[config.mk]
export PLATFORM = sky130hd
export DESIGN_NAME = ob_drain_ctrl_flat
export DESIGN_NICKNAME = d
export VERILOG_FILES = /design/src/rtl/ob_drain_if.sv /design/src/rtl/ob_drain_ctrl.sv /design/src/flat_wrapper.sv
export SDC_FILE = /design/constraint.sdc
export NUM_CORES = 1
export LEC_CHECK = 0
export ABC_AREA = 1
export BUFFER_PORTS_ARGS = -buffer_cell sky130_fd_sc_hd__buf_2
export CORE_ASPECT_RATIO = 0.8
export CORE_MARGIN = 3
export CORE_UTILIZATION = 50
export CTS_CLUSTER_DIAMETER = 120
export CTS_CLUSTER_SIZE = 25
export DETAILED_ROUTE_END_ITERATION = 10
export GPL_TIMING_DRIVEN = 0
export PLACE_DENSITY = 0.78
export SYNTH_ARGS = -nofsm -noshare
export SYNTH_HDL_FRONTEND = slang
export SYNTH_SLANG_ARGS = --single-unit
[constraint.sdc]
create_clock -name clk -period 5.66 [get_ports clk]
set_input_delay 0.283 -clock clk [delete_from_list [all_inputs] [get_ports clk]]
set_output_delay 0.283 -clock clk [all_outputs]
set_load 0.05 [all_outputs]
[src/rtl/ob_drain_if.sv]
// Bundle between the output-buffer drain controller, the buffer read ports and the writeback stream.
// The master side is the controller, which drives addresses, status and the stream.
interface ob_drain_if #(
   parameter int data_width = 8,
   parameter int width      = 4,
   parameter int depth      = 32
);
   localparam int AW = $clog2(depth);
   localparam int CW = $clog2(depth + 1);

   logic                                  start;
   logic [AW-1:0]                         base_addr;
   logic [CW-1:0]                         num_rows;
   logic                                  busy;
   logic                                  done;
   logic [width-1:0][AW-1:0]              add_1;
   logic [width-1:0][AW-1:0]              add_2;
   logic [width-1:0][AW-1:0]              add_3;
   logic [width-1:0][AW-1:0]              add_4;
   logic [width-1:0][data_width-1:0]      out1;
   logic [width-1:0][data_width-1:0]      out2;
   logic [width-1:0][data_width-1:0]      out3;
   logic [width-1:0][data_width-1:0]      out4;
   logic                                  m_valid;
   logic                                  m_ready;
   logic [width*data_width-1:0]           m_data;
   logic                                  m_last;

   modport master (
      input  start, base_addr, num_rows,
      input  out1, out2, out3, out4,
      input  m_ready,
      output busy, done,
      output add_1, add_2, add_3, add_4,
      output m_valid, m_data, m_last
   );

   modport slave (
      output start, base_addr, num_rows,
      output out1, out2, out3, out4,
      output m_ready,
      input  busy, done,
      input  add_1, add_2, add_3, add_4,
      input  m_valid, m_data, m_last
   );
endinterface

[src/rtl/ob_drain_ctrl.sv]
// Drains result rows from the output buffer four at a time and streams them one row per beat.
// Each group is read, captured after the buffer's one-cycle latency, then emitted on valid/ready.
module ob_drain_ctrl #(
   parameter int data_width = 8,
   parameter int width      = 4,
   parameter int depth      = 32
) (
   input  logic          clk,
   input  logic          rst,
   ob_drain_if.master    bus
);
   localparam int AW = $clog2(depth);
   localparam int CW = $clog2(depth + 1);
   localparam logic [CW-1:0] DEPTH_C = CW'(depth);

   typedef enum logic [2:0] {
      IDLE,
      READ,
      WAIT,
      SEND,
      FIN
   } state_t;

   typedef logic [width-1:0][data_width-1:0] row_t;

   state_t        state_q, state_d;
   logic [AW-1:0] ptr_q, ptr_d;
   logic [CW-1:0] rem_q, rem_d;
   logic [2:0]    grp_q, grp_d;
   logic [1:0]    beat_q, beat_d;
   logic [AW-1:0] addr_q [4];
   row_t          hold_q [4];
   logic          loadAddr;
   logic          beatLast;
   logic [CW-1:0] numClamped;

   function automatic logic [AW-1:0] wrapAdd(input logic [AW-1:0] a, input logic [CW-1:0] b);
      int s;
      s = int'(a) + int'(b);
      if (s >= depth) s = s - depth;
      return AW'(s);
   endfunction

   assign numClamped = (bus.num_rows > DEPTH_C) ? DEPTH_C : bus.num_rows;
   assign beatLast   = ({1'b0, beat_q} == (grp_q - 3'd1));

   always_comb begin
      state_d  = state_q;
      ptr_d    = ptr_q;
      rem_d    = rem_q;
      grp_d    = grp_q;
      beat_d   = beat_q;
      loadAddr = 1'b0;
      case (state_q)
         IDLE: begin
            if (bus.start) begin
               ptr_d  = bus.base_addr;
               rem_d  = numClamped;
               beat_d = 2'd0;
               if (numClamped != '0) begin
                  state_d  = READ;
                  loadAddr = 1'b1;
               end else begin
                  state_d = FIN;
               end
            end
         end
         READ: state_d = WAIT;
         WAIT: begin
            grp_d   = (rem_q >= CW'(4)) ? 3'd4 : rem_q[2:0];
            beat_d  = 2'd0;
            state_d = SEND;
         end
         SEND: begin
            if (bus.m_ready) begin
               if (beatLast) begin
                  ptr_d  = wrapAdd(ptr_q, CW'(grp_q));
                  rem_d  = rem_q - CW'(grp_q);
                  beat_d = 2'd0;
                  if (rem_d != '0) begin
                     state_d  = READ;
                     loadAddr = 1'b1;
                  end else begin
                     state_d = FIN;
                  end
               end else begin
                  beat_d = beat_q + 2'd1;
               end
            end
         end
         FIN:     state_d = IDLE;
         default: state_d = IDLE;
      endcase
   end

   always_ff @(posedge clk or posedge rst) begin
      if (rst) begin
         state_q <= IDLE;
         ptr_q   <= '0;
         rem_q   <= '0;
         grp_q   <= '0;
         beat_q  <= '0;
      end else begin
         state_q <= state_d;
         ptr_q   <= ptr_d;
         rem_q   <= rem_d;
         grp_q   <= grp_d;
         beat_q  <= beat_d;
      end
   end

   // Slot addresses are registered so they stay put through WAIT and hold afterwards.
   always_ff @(posedge clk or posedge rst) begin
      if (rst) begin
         for (int k = 0; k < 4; k++) addr_q[k] <= '0;
      end else if (loadAddr) begin
         for (int k = 0; k < 4; k++) addr_q[k] <= wrapAdd(ptr_d, CW'(k));
      end
   end

   always_ff @(posedge clk or posedge rst) begin
      if (rst) begin
         for (int k = 0; k < 4; k++) hold_q[k] <= '0;
      end else if (state_q == WAIT) begin
         hold_q[0] <= bus.out1;
         hold_q[1] <= bus.out2;
         hold_q[2] <= bus.out3;
         hold_q[3] <= bus.out4;
      end
   end

   assign bus.add_1   = {width{addr_q[0]}};
   assign bus.add_2   = {width{addr_q[1]}};
   assign bus.add_3   = {width{addr_q[2]}};
   assign bus.add_4   = {width{addr_q[3]}};

   assign bus.busy    = (state_q != IDLE);
   assign bus.done    = (state_q == FIN);
   assign bus.m_valid = (state_q == SEND);
   assign bus.m_data  = bus.m_valid ? hold_q[beat_q] : '0;
   // The last beat of the command is the last beat of the final group.
   assign bus.m_last  = bus.m_valid && beatLast && (rem_q == CW'(grp_q));
endmodule
[src/flat_wrapper.sv]
// flat-port wrapper written by rule: the top's interface ports become plain ports
module ob_drain_ctrl_flat 
#(
   parameter int data_width = 8,
   parameter int width      = 4,
   parameter int depth      = 32
)
  (clk, rst, bus_start, bus_base_addr, bus_num_rows, bus_out1, bus_out2, bus_out3, bus_out4, bus_m_ready, bus_busy, bus_done, bus_add_1, bus_add_2, bus_add_3, bus_add_4, bus_m_valid, bus_m_data, bus_m_last);
  ob_drain_if #(.data_width(data_width), .width(width), .depth(depth)) bus_i ();
  input  logic clk;
  input  logic rst;
  input wire logic [$bits(bus_i.start)-1:0] bus_start;
  input wire logic [$bits(bus_i.base_addr)-1:0] bus_base_addr;
  input wire logic [$bits(bus_i.num_rows)-1:0] bus_num_rows;
  input wire logic [$bits(bus_i.out1)-1:0] bus_out1;
  input wire logic [$bits(bus_i.out2)-1:0] bus_out2;
  input wire logic [$bits(bus_i.out3)-1:0] bus_out3;
  input wire logic [$bits(bus_i.out4)-1:0] bus_out4;
  input wire logic [$bits(bus_i.m_ready)-1:0] bus_m_ready;
  output wire logic [$bits(bus_i.busy)-1:0] bus_busy;
  output wire logic [$bits(bus_i.done)-1:0] bus_done;
  output wire logic [$bits(bus_i.add_1)-1:0] bus_add_1;
  output wire logic [$bits(bus_i.add_2)-1:0] bus_add_2;
  output wire logic [$bits(bus_i.add_3)-1:0] bus_add_3;
  output wire logic [$bits(bus_i.add_4)-1:0] bus_add_4;
  output wire logic [$bits(bus_i.m_valid)-1:0] bus_m_valid;
  output wire logic [$bits(bus_i.m_data)-1:0] bus_m_data;
  output wire logic [$bits(bus_i.m_last)-1:0] bus_m_last;
  assign bus_i.start = bus_start;
  assign bus_i.base_addr = bus_base_addr;
  assign bus_i.num_rows = bus_num_rows;
  assign bus_i.out1 = bus_out1;
  assign bus_i.out2 = bus_out2;
  assign bus_i.out3 = bus_out3;
  assign bus_i.out4 = bus_out4;
  assign bus_i.m_ready = bus_m_ready;
  assign bus_busy = bus_i.busy;
  assign bus_done = bus_i.done;
  assign bus_add_1 = bus_i.add_1;
  assign bus_add_2 = bus_i.add_2;
  assign bus_add_3 = bus_i.add_3;
  assign bus_add_4 = bus_i.add_4;
  assign bus_m_valid = bus_i.m_valid;
  assign bus_m_data = bus_i.m_data;
  assign bus_m_last = bus_i.m_last;
  ob_drain_ctrl #(.data_width(data_width), .width(width), .depth(depth)) u_core (.clk(clk), .rst(rst), .bus(bus_i));
endmodule
* After elaboration in Yosys (flattened, before gate mapping)
Cells that the tools add are included.
W data, S select, Z words.
** Word-level totals
- Word-level logic and storage cells :: 101
- Output and inout port bits :: 116
- Register bits :: 167
- Bits of input ports :: 143
** Cells by class
- Bitwise gates (word level) :: 1
- Mux-type cells :: 35
- $add $sub $neg :: 12
- Equal/unequal tests :: 9
- Order comparisons :: 8
- Reductions and logical operators :: 11
** Operators by type and width (number)
- $mux W32 :: 3
- $bmux W32 S2 :: 1
- $mux W5 :: 8
- $sub A5 B1 Y5 const B :: 5
- $ge A6 B6 Y1 const B :: 4
- $mux W6 :: 4
- $mux W3 :: 6
- $add A5 B2 Y6 const B :: 2
- $pmux W3 S4 :: 1
- $pmux W6 S2 :: 1
- $reduce_bool A6 Y1 :: 2
- $pmux W5 S2 :: 1
- $add A5 B1 Y6 const B :: 1
- $add A5 B3 Y6 :: 1
- $eq A3 B2 Y1 const B :: 2
- $eq A6 B3 Y1 :: 1
- $ge A5 B6 Y1 const B :: 1
- $ge A6 B3 Y1 const B :: 1
- $gt A6 B6 Y1 const B :: 1
- $mux W2 :: 3
- $ne A2 B2 Y1 const B :: 3
- $pmux W2 S3 :: 1
- $reduce_and A3 Y1 :: 2
- $reduce_bool A3 Y1 :: 2
- other kinds (14) :: 19

* Logic depth before layout (Yosys ltp)
Gate-level depths: netlist of run 1.
- Word-level depth :: 9
- Gate-level depth with buffers :: 20
- Gate-level depth less buffers :: 20

* Least setup slack after synthesis of run 1
No wires, ideal clock.
- Path type :: register to output
- Start point :: reg u_core.grp_q[1]
- End point :: out bus_m_last
- Cell stages (with the launch flop) :: 9
- Buffers on the path :: 0
- Path slack :: 3142 ps
- Arrival time :: 2235 ps
- Data required time :: 5377 ps
- Cells stage by stage :: dfrtp_1 inv_1 ha_1 inv_1 nand2_1 nand2_1 nor2_4 nand2_2 nor3_1
** Between the ends
- Cells in the longest elaborated chain, start to end :: 4
- Elaborated cells between the ends (all ways) :: 5
- Classes of those cells :: add/sub: 1; eq/ne: 2; reduce/logical: 2
** Ends and longest elaborated chain
- start: declaration :: RTL line ob_drain_ctrl.sv:29 : logic [2:0] grp_q, grp_d;
- start signal: assignment :: RTL line ob_drain_ctrl.sv:107 : grp_q <= grp_d;
- $sub A3 B1 Y3 :: RTL line ob_drain_ctrl.sv:45 : assign beatLast = ({1'b0, beat_q} == (grp_q - 3'd1));
- $eq A2 B3 Y1 :: RTL line ob_drain_ctrl.sv:45
- $logic_and A1 B1 Y1 :: RTL line ob_drain_ctrl.sv:142 : assign bus.m_last = bus.m_valid && beatLast && (rem_q == CW'(grp_q));
- $logic_and A1 B1 Y1 (*) :: RTL line ob_drain_ctrl.sv:142
- end: declaration :: RTL line flat_wrapper.sv:28 : output wire logic [$bits(bus_i.m_last)-1:0] bus_m_last;
Every way passes the cells marked *; elsewhere a longest branch is shown, timed or not.

* Worst setup path after layout of run 1
- Start point :: reg u_core.beat_q[0]
- End point :: out bus_m_data[29]
** Between the ends
- Cells in the longest elaborated chain, start to end :: 5
** Ends and longest elaborated chain
- start: declaration :: RTL line ob_drain_ctrl.sv:30 : logic [1:0] beat_q, beat_d;
- start signal: assignment :: RTL line ob_drain_ctrl.sv:108 : beat_q <= beat_d;
- $not A2 Y3 (not written as such) :: RTL line ob_drain_ctrl.sv:140 : assign bus.m_data = bus.m_valid ? hold_q[beat_q] : '0;
- $bmux W32 S2 :: RTL line ob_drain_ctrl.sv:140
- $mux W32 (not written as such) (2 in a row) :: RTL line ob_drain_ctrl.sv:140
- $mux W32 :: RTL line ob_drain_ctrl.sv:140
- end: declaration :: RTL line flat_wrapper.sv:27 : output wire logic [$bits(bus_i.m_data)-1:0] bus_m_data;
Every way passes these cells. The select of a mux whose other input is x is not followed.

==> results.tsv, run 1 <==
metric	value	unit
pre-CTS setup slack	3.05	ns
global route total overflow	0	
Cell Chain, Critical Path	buf_4, clkbuf_1, clkbuf_1, nor2_1, nor2_1, o21ai_0, a21oi_1, buf_2	
static leakage	5.99	nW
worst ir drop on vdd	0.344	mV
Fin Hold WS	0.0352	ns
vias	8516	
Final Max Tran Viols	0	
Starting DRT DRC Count	766	
Req. time, crit path	5.38	ns
Worst Max-Slew Pin Slew	0.663	ns
GR Util All Layers	26.5	%
Die W	154	µm
area of the multi-input gates	0.00360	mm²
Switching Share	52.9	%
antenna viol nets, final	0	
fmax	340	MHz
row count	42	
Initial DRT Pass Iterations	6	
Hold Fails Final Rpt	0	
Die Span Y	125	µm
Post-Syn Nets	1290	
Fin Clk Skew	0.0111	ns
Clock power frac	14.0	%
share of layout cells above drive strength 1	28.9	%
Syn Inst Count	1134	
Layout fillers	1478	
sw power	4.25	mW
Synth Area in Compound Gates	11.4	%
mux cell area share after synthesis	0.341	%
Die ar.	0.0193	mm²
detailed placement HPWL	18.8	mm
most used flip-flop cell after synthesis	dfrtp_1	
adder-cell share of the synthesized area	2.02	%
core area	0.0169	mm²
Tot Pwr	8.03	mW
Final period util	52.0	%
Area Growth Syn to Fin	24.6	%
internal power	3.78	mW
post-synth cell types	41	
I/O pins	259	
status	finished, final reports clean	
CTS Sinks	165	
DR DRC count	0	
wire length per cell after detailed routing	15.6	µm
global-route wire length before repair	41.0	mm
cell area after layout	0.0110	mm²
mean area per synthesized cell	7.77	µm²
Port Buf Inserts	257	
Reg clk slew, reported paths	0.07	ns
Synth Area in Simple Gates	26.0	%
Final setup viols	0	
pwr dens	732	mW/mm²
pin count of the biggest net entering global routing	99	
vias in the first global route	8115	
Max stage delay on crit path	0.47	ns
fraction of registers with async set/reset	100	%
CTS tree	built	
Synth Cell Area	0.00881	mm²
XOR/XNOR Fraction of Synth Area	1.08	%
share of total power in sequential cells	26.1	%
Crit. End Element	primary output	
CTS Buffer Depth	2	
Slew HR	55.8	%
maxcap violations	0	
YS warnings	0	
Final min period	2.94	ns
number of flops mapped to enable cells by yosys	0	
sequential share of the synthesized area	46.9	%
Vias/cell	5.18	
critical path's slowest cell	clkbuf_1	
GPL Wtd Cong	0.930	
final worst slack	2.72	ns
RSZ-0062 raised after global routing	no	
Initial Util	52.0	%
Final #Nets	1568	
CP Class	reg -> out	
final WL	25.6	mm
largest family of logic cells by synthesized area	simple AND/OR/NAND/NOR gates	
placed cell area	0.0104	mm²
logic gate share of total power	59.8	%
WP data arrival	2.66	ns
Setup Buffers After CTS	0	
diodes inserted	0	
Yosys reg bits	165	
htree depth	4	
clock root buffer	clkbuf_16	
CP Launch Type	register	
Sequential Area	0.00413	mm²
worst-skew pair later-pin latency	0.44	ns
worst-path fanout max	10	
initial antenna violation count	0	
Num CTS Buffers	17	
Hold WC Path Type	in -> reg	
Yosys cell counts, types with 4 or more instances:
library cell | count | share of area [%]
nand2_1 | 430 | 18
dfrtp_1 | 165 | 47
nor2_1 | 86 | 3.7
o21ai_0 | 81 | 4.6
inv_1 | 68 | 2.9
buf_4 | 64 | 5.5
clkbuf_1 | 39 | 1.7
a21oi_1 | 36 | 2.0
o211ai_1 | 29 | 2.5
nand3_1 | 27 | 1.5
buf_2 | 12 | 0.68
ha_1 | 11 | 1.6
nand2_2 | 10 | 0.71
nand4_1 | 8 | 0.57
xor2_1 | 8 | 0.80
o21ai_2 | 7 | 0.70
o22ai_1 | 7 | 0.50
inv_2 | 5 | 0.21
buf_6 | 4 | 0.51
per-stage QoR:
stage / utilization [%] / instances / setup TNS (ns)
floorplan: - / 1134 / 0
global placement: 61.3 / 1611 / -167.74
detailed placement: 61.5 / 1612 / 0
CTS: 64.8 / 1643 / 0
global route: 64.8 / 1643 / 0
finish: 64.8 / 1643 / 0
power by group through the flow:
stage,registers [mW],logic (mW),clock network [mW]
floorplan,2.23,3.50,0
global placement,2.09,4.66,0
detailed placement,2.10,4.76,0
CTS,2.09,4.79,1.14
global route,2.17,5.25,1.19
finish,2.10,4.81,1.13
cells by family (layout without fill, tap and decap cells):
kind of cell | count (synthesis) | after routing
flip-flops | 165 | 165
AND/OR/NAND/NOR | 573 | 573
adder cells (fa/ha/maj) | 13 | 13
XOR/XNOR | 10 | 10
AO/OA/AOI/OAI | 171 | 171
multiplexers | 2 | 2
buffers and inverters | 200 | 489
cells in the final DEF (no fill, tap or decap), drive strengths merged, types with 3 or more instances in the layout:
cell,Yosys,layout
inv,75,81
xor2,8,8
nand4,8,8
o21ai,91,91
o22ai,7,7
a21oi,39,39
clkbuf,39,57
ha,11,11
o21a,3,3
nand2,442,442
o211ai,29,29
nor2,90,90
nand3,30,30
clkinvlp,0,4
buf,84,342
dfrtp,165,165
area by class of cell:
type	instances	share of cell area, %
Clock buffer	18	4.00
Multi-Input combinational cell	769	32.8
Tap cell	220	2.51
Clock inverter	12	1.09
Sequential cell	165	37.6
Timing Repair Buffer	259	12.1
Buffer	124	7.17
Inverter	76	2.73
routing by layer:
| metal | GRT usage [%] | wire length (µm) | vias to the layer above |
|---|---|---|---|
| li1 | - | - | 4070 |
| met1 | 38.6 | 11300 | 3988 |
| met2 | 40.4 | 11400 | 411 |
| met3 | 5.07 | 2270 | 47 |
| met4 | 7.48 | 594 | 0 |
| met5 | 0 | 0 | - |
registers in the layout, summed over array words and instances (netlist names):
signal	count
u_core.bus.add_3	4
u_core.rem_q	6
u_core.hold_q	128
u_core.ptr_q	5
u_core.grp_q	3
u_core.bus.add_2	5
u_core.bus.add_1	5
u_core.beat_q	2
u_core.bus.add_4	4
u_core.state_q	3
worst max-delay path, delay by kind of cell (launching register included):
| kind | cells | cell delay [ns] |
|---|---|---|
| AND/OR/NAND/NOR | 2 | 0.30 |
| buffers and inverters | 4 | 1.31 |
| AO/OA/AOI/OAI | 2 | 0.28 |
| flip-flops | 1 | 0.33 |
what timing repair did:
action | CTS | global route
hold buffers | 1 | 0
gates resized for setup | 0 | 0
setup endpoints to repair | 0 | 0
hold endpoints to repair | 67 | 0
final timing paths:
| check | startpoint | endpoint | slack [ns] | cells after the start |
|---|---|---|---|---|
| setup reg to reg | u_core.grp_q[0]$_DFFE_PP0N_ | u_core.bus.add_3[3]$_DFFE_PP0P_ | 2.95 | 14 |
| hold reg to reg | u_core.hold_q[87]$_DFFE_PP0N_ | u_core.hold_q[87]$_DFFE_PP0N_ | 0.48 | 2 |
| hold / removal | bus_out2[17] | u_core.hold_q[81]$_DFFE_PP0N_ | 0.04 | 3 |
| min in group asynchronous | rst | u_core.bus.add_1[3]$_DFFE_PP0P_ | 0.42 | 3 |
| max in group asynchronous | rst | u_core.hold_q[15]$_DFFE_PP0N_ | 4.37 | 4 |
| setup / recovery | u_core.beat_q[0]$_DFFE_PP0P_ | bus_m_data[29] | 2.72 | 8 |
Note: power is estimated with default switching activity, not from simulation.
==> inputs of run 2 (changes only) <==
Settings changed: ABC_AREA 1 to 0, CORE_UTILIZATION 50 to 47, PLACE_DENSITY 0.78 to 0.77.
Clock period 5.66 ns to 2.58 ns, I/O delays scaled along.
==> run 2 against run 1 <==
  * The run now ends with negative setup slack left
  * Via count is 18% lower
  * Clock power grew to 2.5 times the previous value
  * Combinational power is 130% higher
  * Synthesized area is 3.0% lower
  * Routed wire length is 0.33% lower
  * First-iteration DRC count is 40% lower
  * Clock-buffer cell count stayed put
  * Worst setup slack worse by 2.8 ns
  * Design area is 15% higher
  * Critical endpoint is now u_core.bus.add_4[3]$_DFFE_PP0P_
  * Largest power group unchanged
==> results.tsv, run 2 <==
metric	value	unit	change
status	complete, but fails checks		
violated checks	negative setup slack		
Req. time, crit path	2.90	ns	-2.48 ns
pwr dens	1490	mW/mm²	+100%
share of layout cells above drive strength 1	55.6	%	+27 points
Post-Syn Nets	814		-37%
Final Max Tran Viols	0		unchanged
fraction of registers with async set/reset	100	%	unchanged
Hold Fails Final Rpt	0		unchanged
maxcap violations	0		unchanged
Fin Hold WS	0.0743	ns	+0.0391 ns
Synth Cell Area	0.00854	mm²	-3.0%
Initial Util	48.6	%	-3.5 points
Initial DRT Pass Iterations	5		-1
DR WL met2	12.8	mm	+12%
R2R setup slack	-0.07	ns	-3.02 ns
CP Class	reg -> reg		
Synth area leader	dfrtp_1		
initial antenna violation count	5		+5
CP Launch Type	register		
pin count of the biggest net entering global routing	43		-57%
Max stage delay on crit path	0.46	ns	about the same
WP data arrival	2.97	ns	+0.31 ns
count leader, synth	dfrtp_1		
Layout fillers	1143		-23%
Top Registers	u_core.hold_q x128, u_core.rem_q x6		
static leakage	5.85	nW	-2.3%
row count	43		+2.4%
global route total overflow	0		unchanged
Worst path most repeated cell	ha_4		
Num CTS Buffers	17		unchanged
Slew HR	49.5	%	-6.3 points
worst setup path start	u_core.grp_q[0]$_DFFE_PP0N_		
post-synth cell types	57		+39%
Final #Nets	1247		-20%
Worst Path Buf+Inv	2		-2
Crit path max-delay family	adder cells		
Yosys reg bits	165		unchanged
critical path depth in cells	12		+4
R2R Path Start	u_core.grp_q[0]$_DFFE_PP0N_		
final worst slack	-0.0706	ns	-2.79 ns
number of flops mapped to enable cells by yosys	0		unchanged
GR Util All Layers	25.8	%	-0.67 points
top-area cell type share of the netlist area	48.3	%	+1.4 points
Port Buf Inserts	257		unchanged
Vias/cell	5.26		+1.5%
final WL	25.5	mm	-0.33%
Worst Max-Slew Pin Slew	0.757	ns	+0.0945 ns
YS warnings	0		unchanged
mean area per synthesized cell	13.0	µm²	+67%
vias in the first global route	7447		-8.2%
hold_sp	bus_num_rows[5]		
Met3 Wirelength	1.32	mm	-42%
Final setup viols	7		+7
Die ar.	0.0198	mm²	+3.1%
Sequential Area	0.00413	mm²	about the same
global-route wire length before repair	39.9	mm	-2.7%
commonest non-fill, non-tap cells in the layout	buf_2 (254), dfrtp_1 (162), mux2_2 (137)		
fmax	377	MHz	
critical path endpoint	u_core.bus.add_4[3]$_DFFE_PP0P_		
post-layout util	71.9	%	+7.1 points
synth top area cells	dfrtp_1 (48%), mux2_2 (18%), mux4_2 (8.4%)		
Final period util	103	%	
Cell Chain, Critical Path	ha_4, inv_2, fa_1, nand2_1, and4b_1, o311ai_4, o21a_4, inv_4, ha_4, a41oi_2, xnor2_1, mux2_2		
area of the multi-input gates	0.00392	mm²	+8.9%
Hold WC Path Type	in -> reg		
I/O pins	259		unchanged
core area	0.0176	mm²	+4.0%
GPL Wtd Cong	0.884		-4.9%
sequential share of the synthesized area	48.3	%	+1.4 points
Syn Inst Count	658		-42%
top cells by count, synth	dfrtp_1 (165), mux2_2 (137), buf_4 (64)		
largest register by flop count	u_core.hold_q		
Crit. End Element	register		
worst-skew pair later-pin latency	0.43	ns	about the same
detailed placement HPWL	16.2	mm	-14%
capturing point of the worst reg2reg path	u_core.bus.add_4[3]$_DFFE_PP0P_		
max reg flops	128		unchanged
Starting DRT DRC Count	460		-40%
worst ir drop on vdd	0.646	mV	+88%
clock root buffer	clkbuf_16		
pre-CTS setup slack	-0.396	ns	-3.44 ns
DR DRC count	0		unchanged
CTS Sinks	165		unchanged
Fin Clk Skew	0.0209	ns	+0.00984 ns
DRT met1 WL	10.7	mm	-5.1%
commonest non-fill, non-tap cell in the layout	buf_2		
worst-path fanout max	5		-5
Reg clk slew, reported paths	0.07	ns	about the same
most used flip-flop cell after synthesis	dfrtp_1		
CTS tree	built		
Die Span Y	127	µm	+1.5%
antenna viol nets, final	0		unchanged
Final min period	2.65	ns	
Area Growth Syn to Fin	48.1	%	
wire length per cell after detailed routing	19.2	µm	+23%
vias	7020		-18%
top routing layer in use	met4		
CTS Buffer Depth	2		unchanged
cells on worst reg2reg path	12		-2
critical path's slowest cell	dfrtp_2		
htree depth	4		unchanged
RSZ-0062 raised after global routing	yes		
Die W	157	µm	+1.5%
## run 2: cell types whose count changed in the layout (fill, tap and decap cells not counted), sizes merged, moves of 30 or more
cell | before | now
nand2 | 442 | 26
mux2 | 2 | 137
dlygate4sd3 | 1 | 130
nor2 | 90 | 14
o21ai | 91 | 21
inv | 81 | 23
and2 | 0 | 34
mux4 | 0 | 32
a21oi | 39 | 9
## run 2: through the flow
| step | std cells | power, mW | cell area [µm²] | TNS, ns |
|---|---|---|---|---|
| 3_3_place_gp | 1140 | 14.7 | 10100 | -137.45 |
| 5_1_grt | 1334 | 19.8 | 12700 | -2.42 |
| 6_report | 1334 | 18.9 | 12700 | -0.439 |
| 2_1_floorplan | 658 | 12.7 | 8570 | -0.0598 |
| 3_5_place_dp | 1144 | 14.9 | 10200 | -22.11 |
| 4_1_cts | 1318 | 18.3 | 12400 | -0.204 |
## run 2: metal layers
layer	GRT usage, %	vias to the layer above
met1	33.2	3533
met5	0	-
li1	-	3186
met2	42.6	248
met3	6.00	53
met4	9.88	0
## run 2: final cells by class
class                           count  share of cell area, %
Sequential cell                   165                   32.7
Antenna cell                        5                 0.0989
Inverter                           17                  0.574
Multi-Input combinational cell    376                   31.0
Tap cell                          225                   2.23
Buffer                            100                   5.57
Timing Repair Buffer              414                   22.8
Clock buffer                       18                   3.47
Clock inverter                     14                   1.66
## run 2: worst min-delay path by stage
stage	to	slack, ns	cells after the start
2_1_floorplan	u_core.hold_q[32]$_DFFE_PP0N_	0.28	1
3_3_place_gp	u_core.hold_q[42]$_DFFE_PP0N_	0.36	2
3_5_place_dp	u_core.rem_q[2]$_DFFE_PP0P_	0.23	2
4_1_cts	u_core.rem_q[2]$_DFFE_PP0P_	0.05	3
5_1_grt	u_core.rem_q[2]$_DFFE_PP0P_	0.09	3
6_report	u_core.rem_q[2]$_DFFE_PP0P_	0.07	3
## run 2: what timing repair did
| action | CTS | global route |
|---|---|---|
| resized for setup | 48 | 50 |
| hold buffers | 130 | 0 |
| cloned | 1 | 0 |
| setup buffers | 11 | 11 |
| pin swaps | 4 | 6 |
| endpoints found under the setup margin | 163 | 91 |
| endpoints found under the hold margin | 154 | 0 |
## run 2: logic make-up after synthesis
kind of cell,Yosys count,synth area share (%)
xor gates and xnor gates,10,1.55
AOI/OAI and AO/OA,67,5.20
and+or+nand+nor,114,7.72
buffers and inverters,117,8.27
DFF,165,48.3
muxes,172,26.8
adders and majority gates,13,2.08
## run 2: worst register-to-register path: stages (launching register included)
cell and delay, ns:
dfrtp_2 0.46, ha_4 0.18, inv_2 0.04, fa_1 0.39, nand2_1 0.07, and4b_1 0.22, o311ai_4 0.26, o21a_4 0.25
inv_4 0.07, ha_4 0.15, a41oi_2 0.13, xnor2_1 0.08, mux2_2 0.25
## run 2: where the power goes
group | switching (mW) | total, mW | internal (mW)
combinational | 6.49 | 11.2 | 4.75
sequential | 0.883 | 4.79 | 3.91
clock | 1.16 | 2.84 | 1.68
